## src/rtl/hazard_ctrl_if.sv

```systemverilog
// Execute-stage hazard controller bus: pipeline register indices and enables
// in, forwarding selects and stall/flush/multi-cycle controls out.
interface hazard_ctrl_if;
    logic [4:0] rs1_addr_D;
    logic [4:0] rs2_addr_D;
    logic [4:0] rs1_addr_E;
    logic [4:0] rs2_addr_E;
    logic [4:0] rd_addr_E;
    logic [4:0] rd_addr_M;
    logic [4:0] rd_addr_W;
    logic       RegWriteM;
    logic       RegWriteW;
    logic [1:0] ResultSrcE;
    logic       PCSrcE;
    logic       mc_start_E;
    logic [1:0] ForwardAE;
    logic [1:0] ForwardBE;
    logic       StallF;
    logic       StallD;
    logic       StallE;
    logic       FlushD;
    logic       FlushE;
    logic       FlushM;
    logic       mc_capture;
    logic       mc_busy;
    logic       mc_done;

    modport master (
        output rs1_addr_D, rs2_addr_D, rs1_addr_E, rs2_addr_E,
               rd_addr_E, rd_addr_M, rd_addr_W, RegWriteM, RegWriteW,
               ResultSrcE, PCSrcE, mc_start_E,
        input  ForwardAE, ForwardBE, StallF, StallD, StallE,
               FlushD, FlushE, FlushM, mc_capture, mc_busy, mc_done
    );

    modport slave (
        input  rs1_addr_D, rs2_addr_D, rs1_addr_E, rs2_addr_E,
               rd_addr_E, rd_addr_M, rd_addr_W, RegWriteM, RegWriteW,
               ResultSrcE, PCSrcE, mc_start_E,
        output ForwardAE, ForwardBE, StallF, StallD, StallE,
               FlushD, FlushE, FlushM, mc_capture, mc_busy, mc_done
    );
endinterface

```

## src/rtl/hazard_ctrl.sv

```systemverilog
// Hazard and sequencing controller for the execute stage: forwarding selects,
// load-use stalls, branch flushes and a multi-cycle op sequencer.
module hazard_ctrl #(
    parameter int unsigned MC_LATENCY = 4,
    parameter int unsigned CNT_W      = 4
) (
    input  logic          clk,
    input  logic          rst,
    hazard_ctrl_if.slave  hz
);

    typedef enum logic {IDLE, RUN} state_t;

    localparam logic [CNT_W-1:0] CNT_INIT =
        (MC_LATENCY > 1) ? CNT_W'(MC_LATENCY - 2) : '0;

    state_t           state, state_next;
    logic [CNT_W-1:0] cnt, cnt_next;
    logic             lu, mc_go, mc_stall;

    always_comb begin
        hz.ForwardAE = 2'b00;
        if (hz.RegWriteM && hz.rd_addr_M != 5'd0 && hz.rd_addr_M == hz.rs1_addr_E)
            hz.ForwardAE = 2'b10;
        else if (hz.RegWriteW && hz.rd_addr_W != 5'd0 && hz.rd_addr_W == hz.rs1_addr_E)
            hz.ForwardAE = 2'b01;
    end

    always_comb begin
        hz.ForwardBE = 2'b00;
        if (hz.RegWriteM && hz.rd_addr_M != 5'd0 && hz.rd_addr_M == hz.rs2_addr_E)
            hz.ForwardBE = 2'b10;
        else if (hz.RegWriteW && hz.rd_addr_W != 5'd0 && hz.rd_addr_W == hz.rs2_addr_E)
            hz.ForwardBE = 2'b01;
    end

    always_ff @(posedge clk or negedge rst) begin
        if (!rst) begin
            state <= IDLE;
            cnt   <= '0;
        end else begin
            state <= state_next;
            cnt   <= cnt_next;
        end
    end

    always_comb begin
        state_next = state;
        cnt_next   = cnt;
        case (state)
            IDLE: begin
                if (hz.mc_start_E && MC_LATENCY > 1) begin
                    state_next = RUN;
                    cnt_next   = CNT_INIT;
                end
            end
            RUN: begin
                if (cnt != '0)
                    cnt_next = cnt - CNT_W'(1);
                else
                    state_next = IDLE;
            end
            default: state_next = IDLE;
        endcase
    end

    // Multi-cycle stall masks branch and load-use terms: decode is frozen and
    // the op holding execute is never a branch.
    always_comb begin
        lu = (hz.ResultSrcE == 2'b01) && (hz.rd_addr_E != 5'd0) &&
             ((hz.rd_addr_E == hz.rs1_addr_D) || (hz.rd_addr_E == hz.rs2_addr_D));
        mc_go    = (state == IDLE) && hz.mc_start_E && (MC_LATENCY > 1);
        mc_stall = mc_go || ((state == RUN) && (cnt != '0));

        hz.mc_capture = mc_go;
        hz.mc_busy    = (state == RUN);
        hz.mc_done    = ((state == IDLE) && hz.mc_start_E && (MC_LATENCY == 1)) ||
                        ((state == RUN) && (cnt == '0));

        hz.StallF = mc_stall || (lu && !hz.PCSrcE);
        hz.StallD = mc_stall || (lu && !hz.PCSrcE);
        hz.StallE = mc_stall;
        hz.FlushM = mc_stall;
        hz.FlushD = !mc_stall && hz.PCSrcE;
        hz.FlushE = !mc_stall && (hz.PCSrcE || lu);
    end

endmodule
```

## src/flat_wrapper.sv

```systemverilog
// flat-port wrapper written by rule: the top's interface ports become plain ports
module hazard_ctrl_flat 
#(
    parameter int unsigned MC_LATENCY = 4,
    parameter int unsigned CNT_W      = 4
)
  (clk, rst, hz_rs1_addr_D, hz_rs2_addr_D, hz_rs1_addr_E, hz_rs2_addr_E, hz_rd_addr_E, hz_rd_addr_M, hz_rd_addr_W, hz_RegWriteM, hz_RegWriteW, hz_ResultSrcE, hz_PCSrcE, hz_mc_start_E, hz_ForwardAE, hz_ForwardBE, hz_StallF, hz_StallD, hz_StallE, hz_FlushD, hz_FlushE, hz_FlushM, hz_mc_capture, hz_mc_busy, hz_mc_done);
  hazard_ctrl_if hz_i ();
  input  logic clk;
  input  logic rst;
  input wire logic [$bits(hz_i.rs1_addr_D)-1:0] hz_rs1_addr_D;
  input wire logic [$bits(hz_i.rs2_addr_D)-1:0] hz_rs2_addr_D;
  input wire logic [$bits(hz_i.rs1_addr_E)-1:0] hz_rs1_addr_E;
  input wire logic [$bits(hz_i.rs2_addr_E)-1:0] hz_rs2_addr_E;
  input wire logic [$bits(hz_i.rd_addr_E)-1:0] hz_rd_addr_E;
  input wire logic [$bits(hz_i.rd_addr_M)-1:0] hz_rd_addr_M;
  input wire logic [$bits(hz_i.rd_addr_W)-1:0] hz_rd_addr_W;
  input wire logic [$bits(hz_i.RegWriteM)-1:0] hz_RegWriteM;
  input wire logic [$bits(hz_i.RegWriteW)-1:0] hz_RegWriteW;
  input wire logic [$bits(hz_i.ResultSrcE)-1:0] hz_ResultSrcE;
  input wire logic [$bits(hz_i.PCSrcE)-1:0] hz_PCSrcE;
  input wire logic [$bits(hz_i.mc_start_E)-1:0] hz_mc_start_E;
  output wire logic [$bits(hz_i.ForwardAE)-1:0] hz_ForwardAE;
  output wire logic [$bits(hz_i.ForwardBE)-1:0] hz_ForwardBE;
  output wire logic [$bits(hz_i.StallF)-1:0] hz_StallF;
  output wire logic [$bits(hz_i.StallD)-1:0] hz_StallD;
  output wire logic [$bits(hz_i.StallE)-1:0] hz_StallE;
  output wire logic [$bits(hz_i.FlushD)-1:0] hz_FlushD;
  output wire logic [$bits(hz_i.FlushE)-1:0] hz_FlushE;
  output wire logic [$bits(hz_i.FlushM)-1:0] hz_FlushM;
  output wire logic [$bits(hz_i.mc_capture)-1:0] hz_mc_capture;
  output wire logic [$bits(hz_i.mc_busy)-1:0] hz_mc_busy;
  output wire logic [$bits(hz_i.mc_done)-1:0] hz_mc_done;
  assign hz_i.rs1_addr_D = hz_rs1_addr_D;
  assign hz_i.rs2_addr_D = hz_rs2_addr_D;
  assign hz_i.rs1_addr_E = hz_rs1_addr_E;
  assign hz_i.rs2_addr_E = hz_rs2_addr_E;
  assign hz_i.rd_addr_E = hz_rd_addr_E;
  assign hz_i.rd_addr_M = hz_rd_addr_M;
  assign hz_i.rd_addr_W = hz_rd_addr_W;
  assign hz_i.RegWriteM = hz_RegWriteM;
  assign hz_i.RegWriteW = hz_RegWriteW;
  assign hz_i.ResultSrcE = hz_ResultSrcE;
  assign hz_i.PCSrcE = hz_PCSrcE;
  assign hz_i.mc_start_E = hz_mc_start_E;
  assign hz_ForwardAE = hz_i.ForwardAE;
  assign hz_ForwardBE = hz_i.ForwardBE;
  assign hz_StallF = hz_i.StallF;
  assign hz_StallD = hz_i.StallD;
  assign hz_StallE = hz_i.StallE;
  assign hz_FlushD = hz_i.FlushD;
  assign hz_FlushE = hz_i.FlushE;
  assign hz_FlushM = hz_i.FlushM;
  assign hz_mc_capture = hz_i.mc_capture;
  assign hz_mc_busy = hz_i.mc_busy;
  assign hz_mc_done = hz_i.mc_done;
  hazard_ctrl #(.MC_LATENCY(MC_LATENCY), .CNT_W(CNT_W)) u_core (.clk(clk), .rst(rst), .hz(hz_i));
endmodule
```

## config.mk

```make
export PLATFORM = sky130hd
export DESIGN_NAME = hazard_ctrl_flat
export DESIGN_NICKNAME = d
export VERILOG_FILES = /design/src/rtl/hazard_ctrl_if.sv /design/src/rtl/hazard_ctrl.sv /design/src/flat_wrapper.sv
export SDC_FILE = /design/constraint.sdc
export NUM_CORES = 1
export LEC_CHECK = 0
export ABC_CLOCK_PERIOD_IN_PS = 3410
export BUFFER_PORTS_ARGS = -buffer_cell sky130_fd_sc_hd__buf_2
export CAP_MARGIN = 20
export CORE_MARGIN = 2
export CORE_UTILIZATION = 41
export CTS_CLUSTER_DIAMETER = 60
export DETAILED_ROUTE_END_ITERATION = 8
export PLACE_DENSITY = 0.84
export SLEW_MARGIN = 10
export SYNTH_ARGS = -nofsm -noshare
export SYNTH_HDL_FRONTEND = slang
export SYNTH_SLANG_ARGS = --single-unit
```

## constraint.sdc

```tcl
create_clock -name clk -period 3.41 [get_ports clk]
set_input_delay 0.1705 -clock clk [delete_from_list [all_inputs] [get_ports clk]]
set_output_delay 0.1705 -clock clk [all_outputs]
set_load 0.05 [all_outputs]
```

# Yosys cells after proc, flatten, opt, wreduce, memory -nomap -nowiden
# Index checks and enable logic that the tools add are counted.
# totals
ram_bits	0
latchBits	0
regBits	5
romBits	0
output_inout_bits	13
memories	0
# op_classes
n_reduce_logical	26
div	0
multipliers	0
shifts	0
n_eq_ne	9
bitwise	1
addsub	1
order_cmp	0
mux	10
# op_table
op	n
equality test 5 bit	6
nonzero test 5 bit	3
logical AND 1 bit	14
two-way mux 4 bit	2
case mux 4 bit (2 select lines)	1
zero test 4 bit	1
logical OR 1 bit	4
two-way mux 1 bit	4
two-way mux 2 bit	2
!= test 2 bit (second input constant)	2
nonzero test 4 bit	1
subtractor 4 x 1 -> 4 bit (second input constant)	1
equality test 2 x 1 -> 1 bit (second input constant)	1
zero test 1 bit	2
case mux 1 bit (2 select lines)	1
AND reduction 2 bit	1
inverter 1 bit	1

# Depth between registers and ports, before layout
# Gate-level depths: netlist of run 1.
# logic_depth
depth_word	5
depth_mapped	6

# Worst setup path before layout of run 1
# OpenSTA, ideal clock, no wires.
# synth_path
kind	flip-flop to output port
from	register u_core.state, in the netlist u_core.hz.mc_busy
to	output hz_FlushE
required_time_ns	3.239
stages_incl_launch_ff	5
arrival_time_ns	2.814
slack_ns	0.425
n_path_buf	0
path_cell_list	dfrtp_1 -> nor2b_1 -> a21oi_2 -> inv_2 -> o31ai_1
# synth_between
elab_chain_cells	5
# synth_lines
item	line	source
start, declared	hazard_ctrl.sv:17	state_t state, state_next;
start signal, assigned	hazard_ctrl.sv:42	state <= state_next;
inverter 1 bit	hazard_ctrl.sv:72	mc_go = (state == IDLE) && hz.mc_start_E && (MC_LATENCY > 1);
logical AND 1 bit	hazard_ctrl.sv:72	
net hz_mc_capture	flat_wrapper.sv:31	output wire logic [$bits(hz_i.mc_capture)-1:0] hz_mc_capture;
logical OR 1 bit	hazard_ctrl.sv:73	mc_stall = mc_go || ((state == RUN) && (cnt != '0));
net hz_FlushM	flat_wrapper.sv:30	output wire logic [$bits(hz_i.FlushM)-1:0] hz_FlushM;
zero test 1 bit	hazard_ctrl.sv:85	hz.FlushE = !mc_stall && (hz.PCSrcE || lu);
logical AND 1 bit	hazard_ctrl.sv:85	
end, declared	flat_wrapper.sv:29	output wire logic [$bits(hz_i.FlushE)-1:0] hz_FlushE;
# The timed path passes the listed nets, and every way through them passes these cells.

# Final worst setup path of run 1
# layout_path
from	register u_core.cnt[0]
to	output hz_FlushE
# layout_between
elab_chain_cells	5
# layout_lines
item	line	source
start, declared	hazard_ctrl.sv:18	logic [CNT_W-1:0] cnt, cnt_next;
start signal, assigned	hazard_ctrl.sv:43	cnt <= cnt_next;
nonzero test 4 bit	hazard_ctrl.sv:73	
logical AND 1 bit	hazard_ctrl.sv:73	
logical OR 1 bit	hazard_ctrl.sv:73	
zero test 1 bit	hazard_ctrl.sv:85	
logical AND 1 bit	hazard_ctrl.sv:85	
# Every way passes these cells.

==> results of run 1 <==
## Yosys cell counts
library cell / count
nand4b_1: 1
nor2_1: 2
o21ai_1: 1
xnor2_1: 7
o31ai_1: 2
dfrtp_1: 5
or3b_1: 1
a21oi_1: 1
inv_2: 1
a21oi_2: 1
nor4_1: 2
a22oi_1: 1
ha_1: 1
inv_1: 3
buf_4: 2
xor2_1: 24
nor4_2: 2
nand3_1: 2
nor3_1: 3
o21ai_2: 1
or4_1: 5
nand2_1: 6
nor2b_1: 2
nor4bb_1: 1
o21ai_0: 5
## worst paths after layout
| check | from | to | slack [ns] | depth (start not counted) |
|---|---|---|---|---|
| max | u_core.cnt[0] | hz_FlushE | 1.06 | 7 |
| min | rst | u_core.hz.mc_busy | 0.28 | 2 |
| max reg2reg | u_core.cnt[0] | u_core.cnt[3] | 1.85 | 6 |
| min reg2reg | u_core.cnt[0] | u_core.cnt[0] | 0.52 | 1 |
| max in group asynchronous | rst | u_core.cnt[2] | 3.00 | 2 |
| min in group clk | hz_mc_start_E | u_core.cnt[2] | 0.46 | 5 |
## through the flow
stage,power [uW],instances,instance area [um2]
2_1_floorplan,493.3,82,684.4
3_3_place_gp,581.8,151,964.7
3_5_place_dp,592.9,151,964.7
4_1_cts,666.5,156,1001
5_1_grt,710.9,156,1001
6_report,659.8,156,1001
## worst max-delay path, cell delays in order (launching register included)
cell     delay, ns
dfrtp_1       0.39
inv_1         0.07
ha_1          0.19
or3b_1        0.39
a21oi_2       0.28
inv_2         0.09
o31ai_1       0.24
buf_2         0.30
## cell type report
class / instances / area, um2 / share of cell area [%]
clock buffers: 4 / 26.28 / 2.625
inverters: 4 / 15.01 / 1.500
multi-input cells: 71 / 529.3 / 52.88
flip-flops and latches: 5 / 125.1 / 12.50
well taps: 16 / 20.02 / 2.000
repair buffers: 56 / 285.3 / 28.50
## repair_timing
action / CTS / global route
setup endpoints to repair: 0 / 0
hold buffers: 1 / 0
hold endpoints to repair: 5 / 0
## power groups by stage
stage / Clock, uW / Combinational [uW] / Sequential [uW]
detailed placement: 0 / 474 / 119
global route: 78.0 / 509 / 124
global placement: 0 / 465 / 117
finish: 69.7 / 472 / 118
CTS: 72.4 / 476 / 118
floorplan: 0 / 359 / 134
## cells by family (layout without fill, tap and decap cells)
kind of cell | Yosys count | after routing | synth area share (%)
AO/OA/AOI/OAI | 12 | 12 | 10.97
AND/OR/NAND/NOR | 27 | 27 | 24.86
XOR/XNOR | 31 | 31 | 39.67
adder cells (fa/ha/maj) | 1 | 1 | 1.828
buffers and inverters | 6 | 64 | 4.386
flip-flops | 5 | 5 | 18.28
## layer usage
metal | GRT usage (%) | up-vias | wire, um
li1 | - | 403 | -
met1 | 21.87 | 344 | 733
met2 | 38.26 | 37 | 903
met3 | 4.000 | 0 | 147
met4 | 5.882 | 0 | 0
met5 | 0 | - | 0
## flip-flops by register name (all words and copies together), names as in the netlist
register           count
u_core.cnt             4
u_core.hz.mc_busy      1
==> impl_metrics.tcl, run 1 <==
set metrics [dict create \
    rsz0062_at_grt "no" \
    yosysTopAreaCell "xor2_1" \
    syn-num-nets 126 \
    finalHoldViolCount 0 \
    startpoint_type "flop" \
    fin_nets 185 \
    drc 0 \
    endpoint_kind "primary output" \
    synth_cell_type_count 25 \
    synth_cells 82 \
    seqPwrFrac_pct 17.9 \
    syn_area_um2 684.4 \
    setup_tns_ns 0 \
    io_buffers 55 \
    io_pins 56 \
    clkSlewWorstSetupHoldPaths_ns 0.05 \
    wirelength_mm 1.784 \
    root_buffer "clkbuf_4" \
    ctsHtreeMaxLevel 1 \
    postCtsSetupRepairBufs 0 \
    drive_gt1_share_pct 45.00 \
    synth_area_leaders "xor2_1 31%, dfrtp_1 18%, xnor2_1 9.0%, or4_1 5.5%, nor4_2 3.7%" \
    postSynthAreaPerCell_um2 8.346 \
    p_switching_uw 394.4 \
    ys_warn_count 0 \
    diodes 0 \
    wl_per_cell_um 11.44 \
    ir_worst_vdd_uv 330.5 \
    die_h_um 44.86 \
    setup_viol 0 \
    p_int_uw 265.4 \
    timing.final.crit_share_pct 68.80 \
    synth.yosys.seq_area_share_pct 18.28 \
    status "finished clean" \
    tightest_slew_ns 0.4435 \
    cts_resized 0 \
    drt_first_iter_violations 6 \
    vias_per_cell 5.026 \
    max-slew-margin-rel_pct 70.16 \
    switching_share_pct 59.77 \
    grt_pass1_wl_mm 3.070 \
    cts.sinks 5 \
    grt_max_degree 8 \
    via_count 784 \
    cp_max_fo 5 \
    globalplace.congestion 0.8149 \
    final_cell_mix "55 x buf_2, 24 x xor2_1, 7 x xnor2_1" \
    final_antenna_net_count 0 \
    place_hpwl_mm 1.597 \
    hold_class "primary input to async pin" \
    fp.coreArea_um2 1541 \
    static-leakage-power_uw 0.0005111 \
    layout_min_cycle_time_ns 2.346 \
    worstSkewPairLatency_ns 0.24 \
    synth_top_area_share_pct 30.71 \
    place_ws_ns 1.337 \
    final_core_util_pct 64.94 \
    final_common_cell "buf_2" \
    post-route-worst-setup-slack_ns 1.064 \
    ys_seq_elements 5 \
    cts_buffers 3 \
    cts_tree "yes" \
    critical_path_class "flop to primary output" \
    cap_violations 0 \
    cts_buffer_depth 2 \
    whs_ns 0.2769 \
    grtUsageTotal_pct 19.97 \
    grt.overflow.total 0 \
    fmax_mhz 426.2 \
    powerDensity_nw_per_um2 659.2 \
    grt_pass1_vias 810 \
    pwr-share-comb_pct 71.6 \
    slew_violations 0 \
    clkPwrFrac_pct 10.6 \
    cp_data_arrival_time_ns 2.18 \
    syn_to_final_growth_pct 46.25 \
    fp.dieW_um 44.86 \
    rows 14 \
    fin_worst_skew_ns 0.003355 \
    firstDrtPassIters 4 \
    fillers 122 \
    grt_antenna_before_repair 0 \
    dieArea_um2 2012 \
    initial_core_util_pct 44.40 \
    cp_data_required_time_ns 3.24 \
]
Note: power is estimated with default switching activity, not from simulation.
==> run 2: changes to the inputs <==
--- a/config.mk
+++ b/config.mk
@@ -5,14 +5,14 @@
 export SDC_FILE = /design/constraint.sdc
 export NUM_CORES = 1
 export LEC_CHECK = 0
-export ABC_CLOCK_PERIOD_IN_PS = 3410
+export ABC_CLOCK_PERIOD_IN_PS = 2100
 export BUFFER_PORTS_ARGS = -buffer_cell sky130_fd_sc_hd__buf_2
 export CAP_MARGIN = 20
 export CORE_MARGIN = 2
-export CORE_UTILIZATION = 41
+export CORE_UTILIZATION = 34
 export CTS_CLUSTER_DIAMETER = 60
 export DETAILED_ROUTE_END_ITERATION = 8
-export PLACE_DENSITY = 0.84
+export PLACE_DENSITY = 0.75
 export SLEW_MARGIN = 10
 export SYNTH_ARGS = -nofsm -noshare
 export SYNTH_HDL_FRONTEND = slang
==> constraint.sdc (replaced) <==
create_clock -name clk -period 2.1 [get_ports clk]
set_input_delay 0.105 -clock clk [delete_from_list [all_inputs] [get_ports clk]]
set_output_delay 0.105 -clock clk [all_outputs]
set_load 0.05 [all_outputs]
==> run 2 against run 1 <==
Critical path depth stayed put. Count of clock-buffer cells in the layout is the same. Clock skew fell by 0.0028 ns. Highest routed layer is now met4.
==> impl_metrics.tcl, run 2 (same netlist as run 1, synthesis figures left out) <==
set metrics [dict create \
    cts_tree "yes" \
    static-leakage-power_uw 0.0005379 \
    slew_violations 0 \
    grt.overflow.total 0 \
    cp_max_fo 4 \
    p_total_uw 1261 \
    cp_data_required_time_ns 2.00 \
    final_cell_mix "53 x buf_2, 24 x xor2_1, 7 x xnor2_1" \
    reg2reg_depth 8 \
    drt_first_iter_violations 4 \
    post-route-worst-setup-slack_ns 0.07795 \
    p_switching_uw 709.7 \
    final_antenna_net_count 0 \
    setup_viol 0 \
    switching_share_pct 56.27 \
    initial_core_util_pct 35.61 \
    grt_max_degree 8 \
    hold_class "primary input to async pin" \
    via_count 827 \
    tightest_slew_ns 0.3924 \
    io_buffers 55 \
    clkSlewWorstSetupHoldPaths_ns 0.05 \
    cts_buffers 3 \
    diodes 0 \
    dieArea_um2 2388 \
    die_h_um 48.87 \
    fin_area_um2 1097 \
    pwr-share-comb_pct 74.6 \
    wirelength_mm 1.945 \
    worstSetupStartpoint "u_core.cnt[1]" \
    place_area_um2 1005 \
    powerDensity_nw_per_um2 1149 \
    globalplace.congestion 0.7873 \
    drive_gt1_share_pct 52.78 \
    critical_path_class "flop to primary output" \
    reg2reg_slack_ns 0.46 \
    final_common_cell "buf_2" \
    ctsHtreeMaxLevel 1 \
    fin_worst_skew_ns 0.0005125 \
    p_int_uw 551.6 \
    fp.coreArea_um2 1922 \
    fmax_mhz 494.5 \
    endpoint_kind "primary output" \
    worstSkewPairLatency_ns 0.25 \
    grt_pass1_vias 886 \
    status "finished clean" \
    ir_worst_vdd_uv 862.3 \
    rsz0062_at_grt "yes" \
    timing.final.crit_share_pct 96.29 \
    fp.dieW_um 48.87 \
    seqPwrFrac_pct 16.0 \
    r2r_start "u_core.cnt[1]" \
    grt_antenna_before_repair 0 \
    grt_pass1_wl_mm 3.332 \
    io_pins 56 \
    grtUsageTotal_pct 17.31 \
    root_buffer "clkbuf_4" \
    cts.sinks 5 \
    rows 16 \
    drc 0 \
    vias_per_cell 4.836 \
    whs_ns 0.2143 \
    largest_reg_flops 4 \
    cap_violations 0 \
    startpoint_type "flop" \
    layout_min_cycle_time_ns 2.022 \
    fin_nets 189 \
    place_ws_ns 0.1092 \
    firstDrtPassIters 4 \
    cts_buffer_depth 2 \
    clkPwrFrac_pct 9.5 \
    place_hpwl_mm 1.655 \
    finalHoldViolCount 0 \
    cp_data_arrival_time_ns 1.92 \
    max-slew-margin-rel_pct 73.60 \
    wl_per_cell_um 11.37 \
    syn_to_final_growth_pct 60.33 \
    largest_register "u_core.cnt" \
]
[run 2: worst max-delay path: stages (launching register included)]
cell,delay (ns)
dfrtp_1,0.40
inv_2,0.07
ha_4,0.13
or3b_4,0.40
a21oi_4,0.20
inv_2,0.07
o31ai_2,0.17
buf_4,0.23
[run 2: layout make-up]
| class | instances | area (um2) |
|---|---|---|
| repair buffers | 60 | 324.1 |
| multi-input cells | 71 | 573.1 |
| well taps | 27 | 33.78 |
| fillers | 201 | 824.5 |
| clock buffers | 4 | 26.28 |
| flip-flops and latches | 5 | 125.1 |
| inverters | 4 | 15.01 |
[run 2: metrics by stage]
step,utilization (%),std cells,TNS [ns]
after floorplan,-,82,-1.239
after global placement,52.28,163,0
after detailed placement,52.28,163,0
after CTS,55.73,170,0
after global routing,57.10,171,-0.04866
final,57.10,171,0
[run 2: what timing repair did]
item,CTS,global route
hold buffers,1,0
pin swaps,1,2
endpoints found under the setup margin,2,2
gates resized for setup,4,6
setup buffers,2,1
hold endpoints to repair,5,0
[run 2: routing by layer]
metal | GRT usage (%) | up-vias | share of wire, %
met1 | 17.48 | 374 | 39
met2 | 34.02 | 40 | 53
met3 | 2.147 | 4 | 6.1
met4 | 9.048 | 0 | 1.4
met5 | 0 | - | 0
li1 | - | 409 | -
[run 2: worst paths after layout]
kind	end
max in group asynchronous	u_core.cnt[0]
hold / removal	u_core.cnt[2]
setup reg to reg	u_core.cnt[0]
setup / recovery	hz_FlushE
hold reg to reg	u_core.cnt[2]
min in group clk	u_core.hz.mc_busy
[run 2: power by group through the flow]
stage | Clock (uW) | Sequential, uW | Combinational (uW)
after floorplan | 0 | 221 | 603
after global placement | 0 | 194 | 795
after detailed placement | 0 | 199 | 811
after CTS | 118 | 197 | 882
after global routing | 128 | 210 | 1010
final | 120 | 201 | 940
==> run 3: changes to the inputs <==
--- a/config.mk
+++ b/config.mk
@@ -10,6 +10,7 @@
 export CAP_MARGIN = 20
 export CORE_MARGIN = 2
 export CORE_UTILIZATION = 34
+export CTS_BUF_LIST = sky130_fd_sc_hd__clkbuf_16
 export CTS_CLUSTER_DIAMETER = 60
 export DETAILED_ROUTE_END_ITERATION = 8
 export PLACE_DENSITY = 0.75
==> run 3 against run 2 <==
Combinational power increased by 4.1%. Core utilization increased by 3.5 points. Register-to-register slack got worse by 0.04 ns. Routed wire length increased by 4.8%. Sequential cell count unchanged. Cell count increased by 1.2%. Via count increased by 0.60%. Clock skew increased by 0.0015 ns. Sequential share of layout area decreased by 0.66 points. Critical path depth unchanged. Critical path type unchanged.
==> impl_metrics.tcl, run 3 (same netlist as run 1, synthesis figures left out) <==
set metrics [dict create \
    grt_antenna_before_repair 0 \
    fp.dieW_um 48.87 \
    cts_buffers 3 \
    syn_to_final_growth_pct 70.20 \
    cap_violations 0 \
    fin_area_um2 1165 \
    r2r-end "u_core.cnt[3]" \
    grt_pass1_wl_mm 3.387 \
    wirelength_mm 2.038 \
    r2r_start "u_core.cnt[1]" \
    grt_max_degree 8 \
    grt.overflow.total 0 \
    tightest_slew_ns 0.3924 \
    rows 16 \
    cts.sinks 5 \
    reg2reg_depth 8 \
    cp_data_arrival_time_ns 1.90 \
    place_area_um2 1005 \
    io_pins 56 \
    grtUsageTotal_pct 17.91 \
    clkSlewWorstSetupHoldPaths_ns 0.03 \
    fin_worst_skew_ns 0.002052 \
    dieArea_um2 2388 \
    critical_path_class "flop to primary output" \
    initial_core_util_pct 35.61 \
    drt_first_iter_violations 2 \
    grt_pass1_vias 883 \
    fp.coreArea_um2 1922 \
    cp_max_fo 4 \
    io_buffers 55 \
    final_core_util_pct 60.61 \
    timing.final.crit_share_pct 95.67 \
    globalplace.congestion 0.7873 \
    status "finished clean" \
    root_buffer "clkbuf_16" \
    final_antenna_net_count 0 \
    wl_per_cell_um 11.78 \
    slew_violations 0 \
    drc 0 \
    fmax_mhz 497.7 \
    cp_data_required_time_ns 2.00 \
    finalHoldViolCount 0 \
    cts_buffer_depth 2 \
    firstDrtPassIters 3 \
    largest_register "u_core.cnt" \
    layout_min_cycle_time_ns 2.009 \
    hold_class "primary input to async pin" \
    max-slew-margin-rel_pct 73.60 \
    cts_tree "yes" \
    setup_viol 0 \
    place_hpwl_mm 1.655 \
    diodes 0 \
    drive_gt1_share_pct 53.42 \
    startpoint_type "flop" \
    final_common_cell "buf_2" \
    static-leakage-power_uw 0.0005751 \
    reg2reg_slack_ns 0.42 \
    ir_worst_vdd_uv 964.3 \
    fin_nets 191 \
    largest_reg_flops 4 \
    vias_per_cell 4.809 \
    ctsHtreeMaxLevel 1 \
    p_total_uw 1499 \
    via_count 832 \
    powerDensity_nw_per_um2 1287 \
    final_cell_mix "53 x buf_2, 24 x xor2_1, 7 x xnor2_1" \
    worstSkewPairLatency_ns 0.23 \
    die_h_um 48.87 \
    endpoint_kind "primary output" \
]
run 3: changes by cell type in the layout (fill, tap and decap cells not counted), sizes merged:
cell	change
clkbuf	-1
buf	+2
inv	+1
run 3: per-stage QoR:
step / setup slack [ns] / instances / hold slack (ns) / TNS [ns]
floorplan: -0.4745 / 82 / -0.1906 / -1.239
CTS: 0.01203 / 169 / 0.2269 / 0
global route: -0.01355 / 173 / 0.2598 / -0.01355
finish: 0.09084 / 173 / 0.2376 / 0
global placement: 0.1803 / 163 / -0.07258 / 0
detailed placement: 0.1092 / 163 / -0.07369 / 0
run 3: worst max-delay path by stage:
stage / end / startpoint / depth (start not counted) / slack (ns)
after global placement: hz_FlushE / u_core.cnt[0] / 7 / 0.18
after CTS: hz_FlushE / u_core.cnt[0] / 7 / 0.01
final: hz_FlushE / u_core.cnt[1] / 7 / 0.09
after global routing: hz_FlushE / u_core.cnt[0] / 7 / -0.01
after detailed placement: hz_FlushE / u_core.cnt[0] / 7 / 0.11
after floorplan: hz_ForwardAE[0] / hz_rs1_addr_E[4] / 4 / -0.47
run 3: per-layer routing:
| layer | global-route usage (%) | vias to the layer above | wire (um) | share of wire [%] |
|---|---|---|---|---|
| met5 | 0 | - | 0 | 0 |
| met4 | 9.048 | 0 | 34 | 1.7 |
| met2 | 34.25 | 41 | 1085 | 53 |
| met3 | 3.988 | 5 | 129 | 6.3 |
| li1 | - | 415 | - | - |
| met1 | 17.89 | 371 | 788 | 39 |
run 3: where the power goes:
part | switching (uW) | total [uW] | internal (uW)
combinational | 619 | 979 | 361
sequential | 61.9 | 205 | 143
clock | 68.0 | 315 | 247
total | 748 | 1500 | 751
run 3: layout make-up:
cell class | count | area [um2]
multi-input combinational | 71 | 573.1
inverter | 4 | 15.01
timing repair buffer | 62 | 339.1
tap | 27 | 33.78
fill | 189 | 757.0
sequential | 5 | 125.1
clock inverter | 1 | 3.754
clock buffer | 3 | 75.07
run 3: critical path, cell delays in order, from the launching register on:
cell and delay [ns]:
dfrtp_1 0.39, inv_2 0.08, ha_4 0.14, or3b_4 0.40, a21oi_4 0.20, inv_2 0.07
o31ai_2 0.17, buf_4 0.23
run 3: repair_timing:
action | in CTS | in global routing
endpoints found under the hold margin | 5 | 0
gates resized for setup | 4 | 6
setup endpoints to repair | 2 | 2
hold buffers | 1 | 0
setup buffers | 1 | 4
pin swaps | 1 | 3
